$ cat config.mk
export PLATFORM = sky130hd
export DESIGN_NAME = bcd2bin_seq_flat
export DESIGN_NICKNAME = d
export VERILOG_FILES = /design/src/rtl/bcd2bin_seq_if.sv /design/src/rtl/bcd2bin_seq.sv /design/src/flat_wrapper.sv
export SDC_FILE = /design/constraint.sdc
export NUM_CORES = 1
export LEC_CHECK = 0
export BUFFER_PORTS_ARGS = -buffer_cell sky130_fd_sc_hd__buf_2
export CORE_UTILIZATION = 58
export CTS_CLUSTER_DIAMETER = 80
export DETAILED_ROUTE_END_ITERATION = 12
export GPL_TIMING_DRIVEN = 0
export PLACE_DENSITY = 0.82
export SLEW_MARGIN = 15
export SYNTH_ARGS = -nofsm -noshare
export SYNTH_HDL_FRONTEND = slang
export SYNTH_SLANG_ARGS = --single-unit
$ cat constraint.sdc
create_clock -name clk -period 2.33 [get_ports clk]
set_input_delay 0.1165 -clock clk [delete_from_list [all_inputs] [get_ports clk]]
set_output_delay 0.1165 -clock clk [all_outputs]
set_load 0.05 [all_outputs]
$ cat src/rtl/bcd2bin_seq_if.sv
// Handshake/data bundle between the BCD input path (master) and bcd2bin_seq (slave).
interface bcd2bin_seq_if #(
  parameter int WIDTH  = 8,
  parameter int DIGITS = 3
);
  logic                  start;
  logic [4*DIGITS-1:0]   bcd;
  logic [WIDTH-1:0]      bin;
  logic                  busy;
  logic                  done;
  logic                  err;

  modport master (output start, bcd, input bin, busy, done, err);
  modport slave  (input start, bcd, output bin, busy, done, err);
endinterface

$ cat src/rtl/bcd2bin_seq.sv
// Reverse double-dabble BCD->binary, one bit per clock; done pulses WIDTH+1 cycles after accept,
// start ignored while busy (no queuing). BCD2BIN_CHECK_EN adds digit/overflow checking with saturation.
module bcd2bin_seq #(
  parameter int WIDTH  = 8,
  parameter int DIGITS = 3
) (
  input  logic           clk,
  input  logic           rst,
  bcd2bin_seq_if.slave   bus
);
  localparam int BW  = 4 * DIGITS;
  localparam int SRW = BW + WIDTH;
  localparam int CW  = $clog2(WIDTH + 1);

  typedef enum logic {IDLE, SHIFT} state_t;

  state_t             state, state_nxt;
  logic [SRW-1:0]     sr, sr_nxt, sr_sh;
  logic [CW-1:0]      cnt, cnt_nxt;
  logic [WIDTH-1:0]   bin_q, bin_nxt;
  logic               busy_q, busy_nxt;
  logic               done_q, done_nxt;
  logic               err_q, err_nxt;
`ifdef BCD2BIN_CHECK_EN
  logic               bad, bad_nxt, bad_in, ovf;
`endif

  // Shift right, then pull every BCD digit that reached 8+ back by 3.
  always_comb begin
    sr_sh = sr >> 1;
    for (int i = 0; i < DIGITS; i++) begin
      if (sr_sh[WIDTH+4*i +: 4] >= 4'd8)
        sr_sh[WIDTH+4*i +: 4] = sr_sh[WIDTH+4*i +: 4] - 4'd3;
    end
  end

`ifdef BCD2BIN_CHECK_EN
  always_comb begin
    bad_in = 1'b0;
    for (int i = 0; i < DIGITS; i++) begin
      if (bus.bcd[4*i +: 4] > 4'd9)
        bad_in = 1'b1;
    end
  end

  // Anything left in the BCD field after the last shift means value >= 2^WIDTH.
  assign ovf = |sr_sh[SRW-1:WIDTH];
`endif

  always_comb begin
    state_nxt = state;
    sr_nxt    = sr;
    cnt_nxt   = cnt;
    bin_nxt   = bin_q;
    err_nxt   = err_q;
    busy_nxt  = busy_q;
    done_nxt  = 1'b0;
`ifdef BCD2BIN_CHECK_EN
    bad_nxt   = bad;
`endif
    case (state)
      IDLE: begin
        if (bus.start) begin
          sr_nxt    = {bus.bcd, {WIDTH{1'b0}}};
          cnt_nxt   = '0;
          busy_nxt  = 1'b1;
          state_nxt = SHIFT;
`ifdef BCD2BIN_CHECK_EN
          bad_nxt   = bad_in;
`endif
        end
      end
      SHIFT: begin
        sr_nxt  = sr_sh;
        cnt_nxt = cnt + 1'b1;
        if (cnt == CW'(WIDTH - 1)) begin
          state_nxt = IDLE;
          busy_nxt  = 1'b0;
          done_nxt  = 1'b1;
`ifdef BCD2BIN_CHECK_EN
          err_nxt   = bad | ovf;
          bin_nxt   = (bad | ovf) ? {WIDTH{1'b1}} : sr_sh[WIDTH-1:0];
`else
          err_nxt   = 1'b0;
          bin_nxt   = sr_sh[WIDTH-1:0];
`endif
        end
      end
      default: state_nxt = IDLE;
    endcase
  end

  always_ff @(posedge clk or negedge rst) begin
    if (!rst) begin
      state  <= IDLE;
      sr     <= '0;
      cnt    <= '0;
      bin_q  <= '0;
      busy_q <= 1'b0;
      done_q <= 1'b0;
      err_q  <= 1'b0;
`ifdef BCD2BIN_CHECK_EN
      bad    <= 1'b0;
`endif
    end else begin
      state  <= state_nxt;
      sr     <= sr_nxt;
      cnt    <= cnt_nxt;
      bin_q  <= bin_nxt;
      busy_q <= busy_nxt;
      done_q <= done_nxt;
      err_q  <= err_nxt;
`ifdef BCD2BIN_CHECK_EN
      bad    <= bad_nxt;
`endif
    end
  end

  assign bus.bin  = bin_q;
  assign bus.busy = busy_q;
  assign bus.done = done_q;
  assign bus.err  = err_q;
endmodule
$ cat src/flat_wrapper.sv
// flat-port wrapper written by rule: the top's interface ports become plain ports
module bcd2bin_seq_flat 
#(
  parameter int WIDTH  = 8,
  parameter int DIGITS = 3
)
  (clk, rst, bus_start, bus_bcd, bus_bin, bus_busy, bus_done, bus_err);
  bcd2bin_seq_if #(.WIDTH(WIDTH), .DIGITS(DIGITS)) bus_i ();
  input  logic clk;
  input  logic rst;
  input wire logic [$bits(bus_i.start)-1:0] bus_start;
  input wire logic [$bits(bus_i.bcd)-1:0] bus_bcd;
  output wire logic [$bits(bus_i.bin)-1:0] bus_bin;
  output wire logic [$bits(bus_i.busy)-1:0] bus_busy;
  output wire logic [$bits(bus_i.done)-1:0] bus_done;
  output wire logic [$bits(bus_i.err)-1:0] bus_err;
  assign bus_i.start = bus_start;
  assign bus_i.bcd = bus_bcd;
  assign bus_bin = bus_i.bin;
  assign bus_busy = bus_i.busy;
  assign bus_done = bus_i.done;
  assign bus_err = bus_i.err;
  bcd2bin_seq #(.WIDTH(WIDTH), .DIGITS(DIGITS)) u_core (.clk(clk), .rst(rst), .bus(bus_i));
endmodule
==> results.md <==
- Status: finished clean
- GRT Residual Overflow: 0
- Starting Density: 62.8%
- Sum Neg Setup Slack: 0 ns
- Pin count of the biggest net entering global routing: 35
- Max Root-Sink Buffers: 2
- Flop pwr share: 41.7%
- PnR worst setup slack: 0.983 ns
- Layout fillers: 197
- Clock Sinks: 34
- Fmax achieved: 742 MHz
- Clock Latency Late Sink: 0.34 ns
- Vias in the first global route: 1014
- Worst Path Required: 2.56 ns
- Fraction of layout cells with a size suffix above 1: 29.7%
- Synth Instances: 139
- CP endpoint kind: flip-flop
- Final GP Congestion: 0.804
- Crit path kind: reg2reg
- Core ar.: 0.00252 sq mm
- Pre-CTS setup slack: 0.995 ns
- Leak: 0.932 nW
- Hold Violations, Final: 0
- DP HPWL: 2030 um
- Vias: 1115
- DRT Pass-1 Iters: 4
- PortBufs: 24
- Cell Pwr Density: 1400 mW/mm^2
- Synth Warn #: 0
- Die ar.: 0.00295 sq mm
- Detail Route Antenna Nets: 0
- Final setup fails: 0
- Slew Limit Fails: 0
- H-tree levels: 2
- Start of the worst register-to-register path: u_core.cnt[0]
- Worst IR Drop VDD: 1030 uV
- Diodes inserted: 0
- Hold_sp: bus_bcd[11]
- Worst Max-Slew Pin Slew: 0.727 ns
- Drt initial violations: 18
- Final Net Count: 191
- Die Span Y: 54.3 um
- Vias per cell: 5.52
- Async S/R FF share, synth: 100%
- Area Growth Syn to Fin: 14.4%
- Comb power frac: 44.8%
- Post-Syn Nets: 159
- RSZ-0062 raised after global routing: false
- Initial antenna violation count: 0
- TritonCTS clock tree: built
- Post-synth cell types: 26
- Area contributors post-synth: dfrtp_1 (54%), mux2i_1 (5.7%), mux2_2 (5.7%)
- Biggest area consumer among synthesized cells: dfrtp_1
- Clock skew: 0.0109 ns
- Fin crit share: 57.8%
- Synth Flop Type: dfrtp_1
- Cts hold-fix bufs: 1
- Pint: 1.44 mW
- Clk network pwr share: 13.5%
- Area share of the leading cell type in the synthesized netlist: 53.7%
- Clk pin slew, worst setup/hold paths: 0.10 ns
- Row count: 18
- Synth Cell Area: 0.00159 sq mm
- First-pass GRT wire length: 4510 um
- CTS Buf Count: 5
- HP Class: in2reg
- Drt total wl: 2910 um
- Gr usage total: 23.2%
- CP startpoint: u_core.cnt[0]
- Drt drc: 0
- Max-cap violations: 0
- Sw frac: 43.3%
- Commonest non-fill, non-tap cell in the layout: dfrtp_1
- Final min period: 1.35 ns
- Slew Limit Headroom: 51.5%
- Startpoint Class: flip-flop
- Worst-path maximum fanout: 9
- Count of flip-flops with a built-in enable after synthesis: 0
- Clock Root Buffer: clkbuf_4
- Syn_area_per_cell: 11.4 sq um
- Critical path data arrival time: 1.58 ns
- Hold slack: 0.0254 ns
- Synthesized flop and latch total: 34
- Die W: 54.3 um
- Net Sw Power: 1.10 mW
- Post-cts resize count: 0
- Commonest non-fill, non-tap cells in the layout: dfrtp_1 (34), buf_2 (27), nand2_1 (24)
- Post-synthesis sequential area ratio: 53.7%
- Post-CTS Setup Inserts: 0
- IO Count: 26
- Routed WL per cell: 14.4 um
final cells by class:
type | count | area, sq um | share of cell area (%)
Buffer | 7 | 56.3 | 3.11
Clock buffer | 7 | 55.1 | 3.04
Clock inverter | 1 | 5.00 | 0.276
Inverter | 6 | 25.0 | 1.38
Multi-Input combinational cell | 92 | 653 | 36.0
Sequential cell | 34 | 851 | 46.9
Tap cell | 30 | 37.5 | 2.07
Timing Repair Buffer | 25 | 130 | 7.18
worst max-delay path, cell delays in order, from the launching register on:
cell	delay (ns)
dfrtp_1	0.42
ha_1	0.26
nand4b_4	0.19
mux2_2	0.36
cells in the mapped netlist (3+ instances only):
cell type / instances
dfrtp_1: 34
nand2_1: 24
o21ai_0: 12
mux2i_1: 9
mux2_2: 8
a21oi_1: 5
ha_1: 5
inv_1: 5
nor2_1: 4
o211a_1: 4
a22o_1: 3
buf_2: 3
buf_6: 3
nor2b_1: 3
xnor2_1: 3
xor2_1: 3
stage by stage:
step | instance area, sq um | utilization, % | power (mW) | instances
finish | 1810 | 71.9 | 2.54 | 202
global route | 1810 | 71.9 | 2.70 | 202
CTS | 1810 | 71.9 | 2.55 | 202
detailed placement | 1740 | 69.1 | 2.21 | 193
global placement | 1740 | 69.1 | 2.14 | 193
floorplan | 1590 | - | 1.92 | 139
path summary, 6_finish.rpt:
check,to,slack [ns],cells after the start
max,u_core.bus.bin[1],0.98,3
min in group asynchronous,u_core.state,0.36,2
max reg2reg,u_core.bus.bin[1],0.98,3
min reg2reg,u_core.sr[18],0.50,2
max in group asynchronous,u_core.sr[6],1.50,2
min,u_core.sr[19],0.03,3
power by group through the flow:
stage / registers, mW / logic, mW / clock network, mW
detailed placement: 1.07 / 1.14 / 0
CTS: 1.06 / 1.15 / 0.347
finish: 1.06 / 1.14 / 0.343
global route: 1.08 / 1.25 / 0.373
floorplan: 1.30 / 0.628 / 0
global placement: 1.05 / 1.10 / 0
flip-flops by register name (all words and copies together), names as in the netlist:
register / cells
u_core.bus.busy: 1
u_core.sr: 19
u_core.state: 1
u_core.cnt: 4
u_core.bus.bin: 8
u_core.bus.done: 1
routing by layer:
layer	GRT usage [%]	vias to the layer above	share of wire, %
met5	0	-	0
met4	9.40	0	1.8
met3	9.17	8	4.2
met2	36.8	22	47
met1	28.0	554	47
li1	-	531	-
kinds of logic (layout without fill, tap and decap cells):
group	after synthesis	in the layout	synth area share, %
compound gates	28	28	11.6
xor+xnor	6	6	3.32
simple gates	35	35	10.7
buf+inv	13	46	5.13
flops	34	34	53.7
fa+ha+maj	5	5	3.95
other cells	1	1	0.237
mux	17	17	11.4
Power figures use the tool's default switching activity.
